### config.mk
export PLATFORM = sky130hd
export DESIGN_NAME = nibble_serial_adder_flat
export DESIGN_NICKNAME = d
export VERILOG_FILES = /design/src/rtl/nibble_serial_adder_pkg.sv /design/src/rtl/nibble_serial_adder_if.sv /design/src/rtl/nibble_serial_adder_add4.sv /design/src/rtl/nibble_serial_adder.sv /design/src/flat_wrapper.sv
export SDC_FILE = /design/constraint.sdc
export NUM_CORES = 1
export LEC_CHECK = 0
export ABC_CLOCK_PERIOD_IN_PS = 3870
export CORE_UTILIZATION = 45
export DETAILED_ROUTE_END_ITERATION = 10
export PLACE_DENSITY = 0.77
export SLEW_MARGIN = 20
export SYNTH_ARGS = -nofsm -noshare
export SYNTH_HDL_FRONTEND = slang
export SYNTH_HIERARCHICAL = 1
export SYNTH_SLANG_ARGS = --single-unit
### constraint.sdc
create_clock -name clk -period 3.87 [get_ports clk]
set_input_delay 0.5805 -clock clk [delete_from_list [all_inputs] [get_ports clk]]
set_output_delay 0.5805 -clock clk [all_outputs]
set_load 0.05 [all_outputs]
### src/rtl/nibble_serial_adder_pkg.sv
// Shared types and helpers for the nibble-serial adder: FSM state encoding,
// nibble width and the nibble-count helper.
package nibble_adder_pkg;

  typedef enum logic [1:0] {
    IDLE = 2'd0,
    ADD  = 2'd1,
    DONE = 2'd2
  } adder_state_t;

  localparam int NIB_W = 4;

  function automatic int nib_count(input int width);
    return width / NIB_W;
  endfunction

endpackage

### src/rtl/nibble_serial_adder_if.sv
// Operand/result bus for nibble_serial_adder. The ovf signal exists only
// when NIBBLE_SERIAL_ADDER_OVF_EN is defined.
//
// Handshake: a transfer happens on a rising clk edge where valid && ready.
// The producer holds valid and payload stable until that edge; the consumer
// may assert ready at any time and ready carries no meaning while valid is 0.
interface nibble_serial_adder_if #(
  parameter int WIDTH = 16
);
  logic             in_valid;
  logic             in_ready;
  logic [WIDTH-1:0] a;
  logic [WIDTH-1:0] b;
  logic             cin;
  logic             out_valid;
  logic             out_ready;
  logic [WIDTH-1:0] sum;
  logic             cout;
  logic             busy;
`ifdef NIBBLE_SERIAL_ADDER_OVF_EN
  logic             ovf;
`endif

  modport master (
    output in_valid, a, b, cin, out_ready,
`ifdef NIBBLE_SERIAL_ADDER_OVF_EN
    input  ovf,
`endif
    input  in_ready, out_valid, sum, cout, busy
  );

  modport slave (
    input  in_valid, a, b, cin, out_ready,
`ifdef NIBBLE_SERIAL_ADDER_OVF_EN
    output ovf,
`endif
    output in_ready, out_valid, sum, cout, busy
  );

endinterface

### src/rtl/nibble_serial_adder_add4.sv
// Combinational 4-bit full adder: the single arithmetic stage that the
// serial adder reuses once per nibble.
module nibble_add4 (
  input  logic [3:0] a4,
  input  logic [3:0] b4,
  input  logic       cin,
  output logic [3:0] s4,
  output logic       cout
);

  logic [4:0] w_total;

  assign w_total = {1'b0, a4} + {1'b0, b4} + {4'b0000, cin};
  assign s4      = w_total[3:0];
  assign cout    = w_total[4];

endmodule

### src/rtl/nibble_serial_adder.sv
// WIDTH-bit adder that pushes one nibble per cycle through nibble_add4, LSB
// nibble first. Define NIBBLE_SERIAL_ADDER_OVF_EN to add the signed ovf flag.
module nibble_serial_adder
  import nibble_adder_pkg::*;
#(
  parameter int WIDTH = 16
) (
  input  logic                     clk,
  input  logic                     rst,
  nibble_serial_adder_if.slave     bus,
  output adder_state_t             dbg_state
);

  localparam int NIB   = nib_count(WIDTH);
  localparam int CNT_W = (NIB > 1) ? $clog2(NIB) : 1;
  localparam int SH_W  = (NIB > 1) ? WIDTH - NIB_W : 1;
  localparam logic [CNT_W-1:0] LAST_CNT = CNT_W'(NIB - 1);

  if (WIDTH < NIB_W || (WIDTH % NIB_W) != 0) begin : g_bad_width
    $error("nibble_serial_adder: WIDTH must be a positive multiple of 4");
  end

  adder_state_t     r_state;
  logic [WIDTH-1:0] r_a_sh;
  logic [WIDTH-1:0] r_b_sh;
  logic [SH_W-1:0]  r_sum_sh;
  logic             r_carry;
  logic [CNT_W-1:0] r_cnt;
  logic [WIDTH-1:0] r_sum;
  logic             r_cout;
  logic             r_in_ready;
  logic             r_out_valid;
  logic             r_busy;

  logic [3:0]       w_nsum;
  logic             w_ncout;
  logic [WIDTH-1:0] w_sum_next;
  logic [SH_W-1:0]  w_sh_next;

  nibble_add4 u_add4 (
    .a4   (r_a_sh[NIB_W-1:0]),
    .b4   (r_b_sh[NIB_W-1:0]),
    .cin  (r_carry),
    .s4   (w_nsum),
    .cout (w_ncout)
  );

  // Partial sums collect in the upper bits; after the last nibble the newest
  // nibble on top plus the shift register is the complete result.
  if (NIB > 1) begin : g_multi
    assign w_sum_next = {w_nsum, r_sum_sh};
    assign w_sh_next  = w_sum_next[WIDTH-1:NIB_W];
  end else begin : g_single
    assign w_sum_next = w_nsum;
    assign w_sh_next  = '0;
  end

`ifdef NIBBLE_SERIAL_ADDER_OVF_EN
  logic r_a_msb;
  logic r_b_msb;
  logic r_ovf;

  always_ff @(posedge clk or posedge rst) begin
    if (rst) begin
      r_a_msb <= 1'b0;
      r_b_msb <= 1'b0;
      r_ovf   <= 1'b0;
    end else if (r_state == IDLE && bus.in_valid && r_in_ready) begin
      r_a_msb <= bus.a[WIDTH-1];
      r_b_msb <= bus.b[WIDTH-1];
    end else if (r_state == ADD && r_cnt == LAST_CNT) begin
      r_ovf <= r_a_msb ^ r_b_msb ^ w_sum_next[WIDTH-1] ^ w_ncout;
    end
  end

  assign bus.ovf = r_ovf;
`endif

  always_ff @(posedge clk or posedge rst) begin
    if (rst) begin
      r_state     <= IDLE;
      r_a_sh      <= '0;
      r_b_sh      <= '0;
      r_sum_sh    <= '0;
      r_carry     <= 1'b0;
      r_cnt       <= '0;
      r_sum       <= '0;
      r_cout      <= 1'b0;
      r_in_ready  <= 1'b1;
      r_out_valid <= 1'b0;
      r_busy      <= 1'b0;
    end else begin
      case (r_state)
        IDLE: begin
          if (bus.in_valid && r_in_ready) begin
            r_a_sh     <= bus.a;
            r_b_sh     <= bus.b;
            r_carry    <= bus.cin;
            r_sum_sh   <= '0;
            r_cnt      <= '0;
            r_in_ready <= 1'b0;
            r_busy     <= 1'b1;
            r_state    <= ADD;
          end
        end
        ADD: begin
          r_sum_sh <= w_sh_next;
          r_carry  <= w_ncout;
          r_a_sh   <= r_a_sh >> NIB_W;
          r_b_sh   <= r_b_sh >> NIB_W;
          r_cnt    <= r_cnt + CNT_W'(1);
          if (r_cnt == LAST_CNT) begin
            r_sum       <= w_sum_next;
            r_cout      <= w_ncout;
            r_out_valid <= 1'b1;
            r_state     <= DONE;
          end
        end
        DONE: begin
          // in_ready returns together with IDLE, so nothing is accepted in DONE.
          if (bus.out_ready) begin
            r_out_valid <= 1'b0;
            r_busy      <= 1'b0;
            r_in_ready  <= 1'b1;
            r_state     <= IDLE;
          end
        end
        default: r_state <= IDLE;
      endcase
    end
  end

  assign bus.in_ready  = r_in_ready;
  assign bus.out_valid = r_out_valid;
  assign bus.sum       = r_sum;
  assign bus.cout      = r_cout;
  assign bus.busy      = r_busy;
  assign dbg_state     = r_state;

endmodule

### src/flat_wrapper.sv
// flat-port wrapper written by rule: the top's interface ports become plain ports
module nibble_serial_adder_flat import nibble_adder_pkg::*;
#(
  parameter int WIDTH = 16
)
  (clk, rst, dbg_state, bus_in_valid, bus_a, bus_b, bus_cin, bus_out_ready, bus_in_ready, bus_out_valid, bus_sum, bus_cout, bus_busy);
  nibble_serial_adder_if #(.WIDTH(WIDTH)) bus_i ();
  input  logic clk;
  input  logic rst;
  output adder_state_t dbg_state;
  input wire logic [$bits(bus_i.in_valid)-1:0] bus_in_valid;
  input wire logic [$bits(bus_i.a)-1:0] bus_a;
  input wire logic [$bits(bus_i.b)-1:0] bus_b;
  input wire logic [$bits(bus_i.cin)-1:0] bus_cin;
  input wire logic [$bits(bus_i.out_ready)-1:0] bus_out_ready;
  output wire logic [$bits(bus_i.in_ready)-1:0] bus_in_ready;
  output wire logic [$bits(bus_i.out_valid)-1:0] bus_out_valid;
  output wire logic [$bits(bus_i.sum)-1:0] bus_sum;
  output wire logic [$bits(bus_i.cout)-1:0] bus_cout;
  output wire logic [$bits(bus_i.busy)-1:0] bus_busy;
  assign bus_i.in_valid = bus_in_valid;
  assign bus_i.a = bus_a;
  assign bus_i.b = bus_b;
  assign bus_i.cin = bus_cin;
  assign bus_i.out_ready = bus_out_ready;
  assign bus_in_ready = bus_i.in_ready;
  assign bus_out_valid = bus_i.out_valid;
  assign bus_sum = bus_i.sum;
  assign bus_cout = bus_i.cout;
  assign bus_busy = bus_i.busy;
  nibble_serial_adder #(.WIDTH(WIDTH)) u_core (.clk(clk), .rst(rst), .bus(bus_i), .dbg_state(dbg_state));
endmodule
Yosys cells after proc, flatten, opt, wreduce, memory -nomap -nowiden --
Cells that the tools add are included. W data, S select, Z words.
Storage, ports and cells: bits in registers 69, input port bits 37, output and inout bits 22, logic and storage cells 52
Operators by class: add/sub/neg operators 3, eq/ne operators 6, multiplexer cells 22, reduce and logical (&&, ||, !) cells 10
Operators with widths (number):
- $pmux W16 S2 | 2
- $mux W16 | 2
- $pmux W12 S2 | 1
- $mux W12 | 1
- $reduce_and A3 Y1 | 3
- $mux W2 | 4
- $pmux W1 S2 | 4
- $mux W1 | 6
- $pmux W2 S3 | 1
- $reduce_bool A2 Y1 | 3
- $add A4 B4 Y5 | 1
- $add A5 B1 Y5 | 1
- $eq A2 B2 Y1 const B | 2
- $ne A2 B1 Y1 const B | 2
- $pmux W2 S2 | 1
- $reduce_and A2 Y1 | 2
- $add A2 B1 Y2 const B | 1
- $eq A2 B1 Y1 const B | 1
- $logic_not A2 Y1 | 1
- $ne A2 B2 Y1 const B | 1
- $logic_and A1 B1 Y1 | 1

Depth between registers and ports, before layout --
depth in word-level cells 3, depth in mapped cells 8, depth with buffers taken out 8

Hierarchy --
The synthesis kept the hierarchy.
Modules (own cells, without submodules):
- nibble_serial_adder | instances 1, cells an instance 263, area each 2924.1 um^2, seq. area each 1727.9 um^2
- nibble_add4 | instances 1, cells an instance 16, area each 143.9 um^2, seq. area each 0.0 um^2

Worst setup path after synthesis --
OpenSTA, ideal clock, no wires.
path kind register to register, from register u_core.r_state[1] (netlist: u_core/dbg_state[1]), to register u_core.r_sum[0] (netlist: u_core/bus.sum[0]), setup time 125 ps, arrival 1625 ps, data required time 3745 ps, path slack 2120 ps, stages on the path, launching flop included 6, buffers on the path 2, period minus slack after synthesis 1750 ps, cells stage by stage dfrtp_1 > and2b_1 > buf_4 > nand2_4 > buf_6 > mux2_4
Between the ends: word-level cells in the longest chain between the ends 2
RTL lines:
- from (decl) | line nibble_serial_adder.sv:23 | adder_state_t r_state;
- from (signal assigned) | line nibble_serial_adder.sv:81 | r_state <= IDLE;
- from (signal assigned) | line nibble_serial_adder.sv:103 | r_state <= ADD;
- from (signal assigned) | line nibble_serial_adder.sv:116 | r_state <= DONE;
- $eq A2 B1 Y1 | line nibble_serial_adder.sv:93 | case (r_state)
- $reduce_and A2 Y1 (no line)
- to (signal assigned) | line nibble_serial_adder.sv:113 | r_sum <= w_sum_next;
- to (decl) | line nibble_serial_adder.sv:29 | logic [WIDTH-1:0] r_sum;
No other way between the ends. A chain may end at the register's enable or synchronous reset.

Worst setup path in the final report --
from register u_core.r_in_ready (netlist: u_core/bus.in_ready), to output bus_in_ready
RTL lines:
- from (decl) | line nibble_serial_adder.sv:31 | logic r_in_ready;
- from (signal assigned) | line nibble_serial_adder.sv:89 | r_in_ready <= 1'b1;
- from (signal assigned) | line nibble_serial_adder.sv:101 | r_in_ready <= 1'b0;
- from (signal assigned) | line nibble_serial_adder.sv:124 | r_in_ready <= 1'b1;
- to (decl) | line flat_wrapper.sv:16 | output wire logic [$bits(bus_i.in_ready)-1:0] bus_in_ready;
No word-level cell between the ends.

==> impl_metrics.json <==
{
  "hp-start": "u_core/r_b_sh[4]$_DFFE_PP0P_",
  "avgSynthCellArea_um2": 11.0,
  "report.final.hold_viol_count": 0,
  "status": "finished, violations left",
  "finalMaxSlewViolations": 0,
  "portBuffers": 58,
  "failed_checks": "DRC",
  "numCtsBuffers": 9,
  "crit_family": "buffers and inverters",
  "cp-end-kind": "output pin",
  "fin_crit_sh_pct": 58.7,
  "cts_resized": 0,
  "multi_input_area_um2": 1210,
  "cts_hold_buf": 0,
  "fillers": 548,
  "clockPowerShare_pct": 48.2,
  "synth.cell_area_um2": 3070,
  "fp-row-count": 29,
  "syn-num-nets": 322,
  "internal_power_uw": 1210,
  "start_kind": "flip-flop",
  "ys_top_cells_by_area": "dfrtp_1 (55%), nand2_1 (8.3%), mux2i_1 (8.2%)",
  "dp_hpwl_mm": 3.97,
  "h-tree-depth": 3,
  "vias": 2124,
  "yosysUniqueCellTypes": 29,
  "antenna_cells": 0,
  "cp.required_ns": 3.29,
  "insertion_delay_ns": 0.35,
  "viasPerCell": 5.11,
  "antenna_found_initial": 0,
  "fp.dieW_um": 84.6,
  "final-setup-viol-count": 0,
  "slowest_delay_ns": 0.80,
  "postPlaceCellArea_um2": 3670,
  "max_clock_freq_mhz": 441,
  "ios": 59,
  "synth_top_area_share_pct": 55.5,
  "design_area_um2": 3920,
  "clock-sinks": 69,
  "cts_tree": "yes",
  "wirelength_mm": 5.85,
  "fin_skew_ns": 0.00803,
  "register_area_um2": 1730,
  "grt_overflow": 0,
  "wl_met1_mm": 2.74,
  "power_density_nw_per_um2": 382,
  "cpMaxStageDelayCell": "clkdlybuf4s50_1",
  "path_clk_slew_ns": 0.07,
  "worst-path-max-fanout": 4,
  "ys_top_cells_by_count": "dfrtp_1 (68), nand2_1 (68), o21ai_1 (42)",
  "initial_utilization_pct": 47.5,
  "core_area_um2": 6460,
  "worst_slew_pin_slew_ns": 0.924,
  "hp-class": "flip-flop to flip-flop",
  "yosysWarnings": 6,
  "drcViolationCount": 15,
  "nets": 378,
  "grt_max_degree": 65,
  "async_flop_share_pct": 100,
  "drive_gt1_share_pct": 10.0,
  "grt_use_total_pct": 17.9,
  "synth_seq_area_share_pct": 56.3,
  "ir_drop_mv": 0.161,
  "combPwrFrac_pct": 3.7,
  "sw_frac_of_total_pct": 19.0,
  "cp.arrival_ns": 1.69,
  "wl_met3_um": 265,
  "max_cap_violations": 0,
  "grt_pass1_vias": 2128,
  "p_sw_uw": 285,
  "syn_inst": 279,
  "synth_top_cell_by_area": "dfrtp_1",
  "fp.dieArea_um2": 7150,
  "path_class": "flip-flop to output pin",
  "p_leak_uw": 0.00162,
  "rsz0062_at_grt": "false",
  "startpoint": "u_core/bus.in_ready$_DFFE_PP1P_",
  "drtIter0Drc": 102,
  "ys.flop_type": "dfrtp_1",
  "crit_buf_inv": 1,
  "clockBufferDepth": 2,
  "relSlewSlack_pct": 38.4,
  "synth-edff-count": 0,
  "root_buffer": "clkbuf_8",
  "met2_length_mm": 2.73,
  "post-cts-setup-buffers": 0,
  "grt_pass1_wl_mm": 9.78,
  "ys_seq_elements": 69,
  "power_uw": 1500,
  "pwr-share-seq_pct": 48.1,
  "wl_per_cell_um": 14.1,
  "crit_chain": "clkdlybuf4s50_1",
  "maxUsedRoutingLayer": "met4",
  "r2r_start": "u_core/dbg_state[0]$_DFFE_PP0P_",
  "fin_crit_ns": 2.27,
  "die_y_um": 84.6,
  "tns_ns": 0,
  "drtAntennaViolNets": 0,
  "syn_to_final_growth_pct": 27.8,
  "first_pass_iters": 10,
  "place_congestion": 0.745
}
state kept, by name, summed over array words and instances, names as in the netlist:
register / cells
u_core/r_b_sh: 16
u_core/dbg_state: 2
u_core/bus.sum: 16
u_core/bus.out_valid: 1
u_core/r_a_sh: 16
u_core/bus.in_ready: 1
u_core/bus.busy: 1
u_core/bus.cout: 1
u_core/r_sum_sh: 12
u_core/r_cnt: 2
u_core/r_carry: 1
through the flow:
step	utilization [%]	hold WS [ns]	instances	setup WS, ns
2_1_floorplan	-	0.455	279	1.55
3_3_place_gp	56.9	0.467	401	1.54
3_5_place_dp	56.9	0.472	401	1.50
4_1_cts	60.7	0.487	416	1.58
5_1_grt	60.7	0.500	416	1.54
6_report	60.7	0.481	416	1.60
area by class of cell:
class / instances / area share (%)
inverter: 8 / 0.766
sequential: 69 / 44.1
tap: 77 / 2.46
clock buffer: 11 / 3.86
clock inverter: 4 / 2.43
timing repair buffer: 62 / 15.6
multi-input combinational: 185 / 30.8
final timing paths:
path | to | slack [ns] | cells after the start
setup / recovery | bus_in_ready | 1.60 | 1
hold / removal | u_core/r_b_sh[0]$_DFFE_PP0P_ | 0.48 | 2
setup reg to reg | u_core/bus.cout$_DFFE_PP0P_ | 1.90 | 4
hold reg to reg | u_core/r_b_sh[0]$_DFFE_PP0P_ | 0.48 | 2
max in group asynchronous | u_core/bus.sum[13]$_DFFE_PP0P_ | 2.45 | 3
min in group asynchronous | u_core/bus.sum[8]$_DFFE_PP0P_ | 0.70 | 2
worst reg2reg max path: cells and delay by family (launching register included):
family | cells | cell delay, ns
buffers and inverters | 1 | 0.49
muxes | 1 | 0.40
and+or+nand+nor | 2 | 0.49
DFF | 1 | 0.48
per-layer routing:
metal | up-vias | GRT usage (%)
li1 | 1045 | -
met1 | 1012 | 23.2
met2 | 58 | 28.7
met3 | 9 | 3.54
met4 | 0 | 9.24
met5 | - | 0
cell families after synthesis:
| logic type | synth area share, % |
|---|---|
| fa+ha+maj | 2.94 |
| buf+inv | 4.32 |
| simple gates | 10.5 |
| flops | 56.3 |
| mux | 15.5 |
| xor+xnor | 0.571 |
| compound gates | 9.83 |
placed cells by master, fill, tap and decap left out, drive strengths merged, types with 2 or more instances in the layout:
master          n
a21oi           4
buf             4
bufinv          3
clkbuf         11
clkdlybuf4s50  58
dfrtp          68
fa              2
ha              4
inv             8
mux2           17
mux2i          25
nand2          69
nand2b          3
o21ai          51
xnor2           2
power by group through the flow:
stage               clock [µW]  combinational, µW  sequential [µW]
floorplan                    0               11.6              735
global placement             0               56.3              735
detailed placement           0               56.3              735
CTS                        737               56.4              721
global route               766               60.9              720
finish                     723               54.9              721
Power figures use the tool's default switching activity.
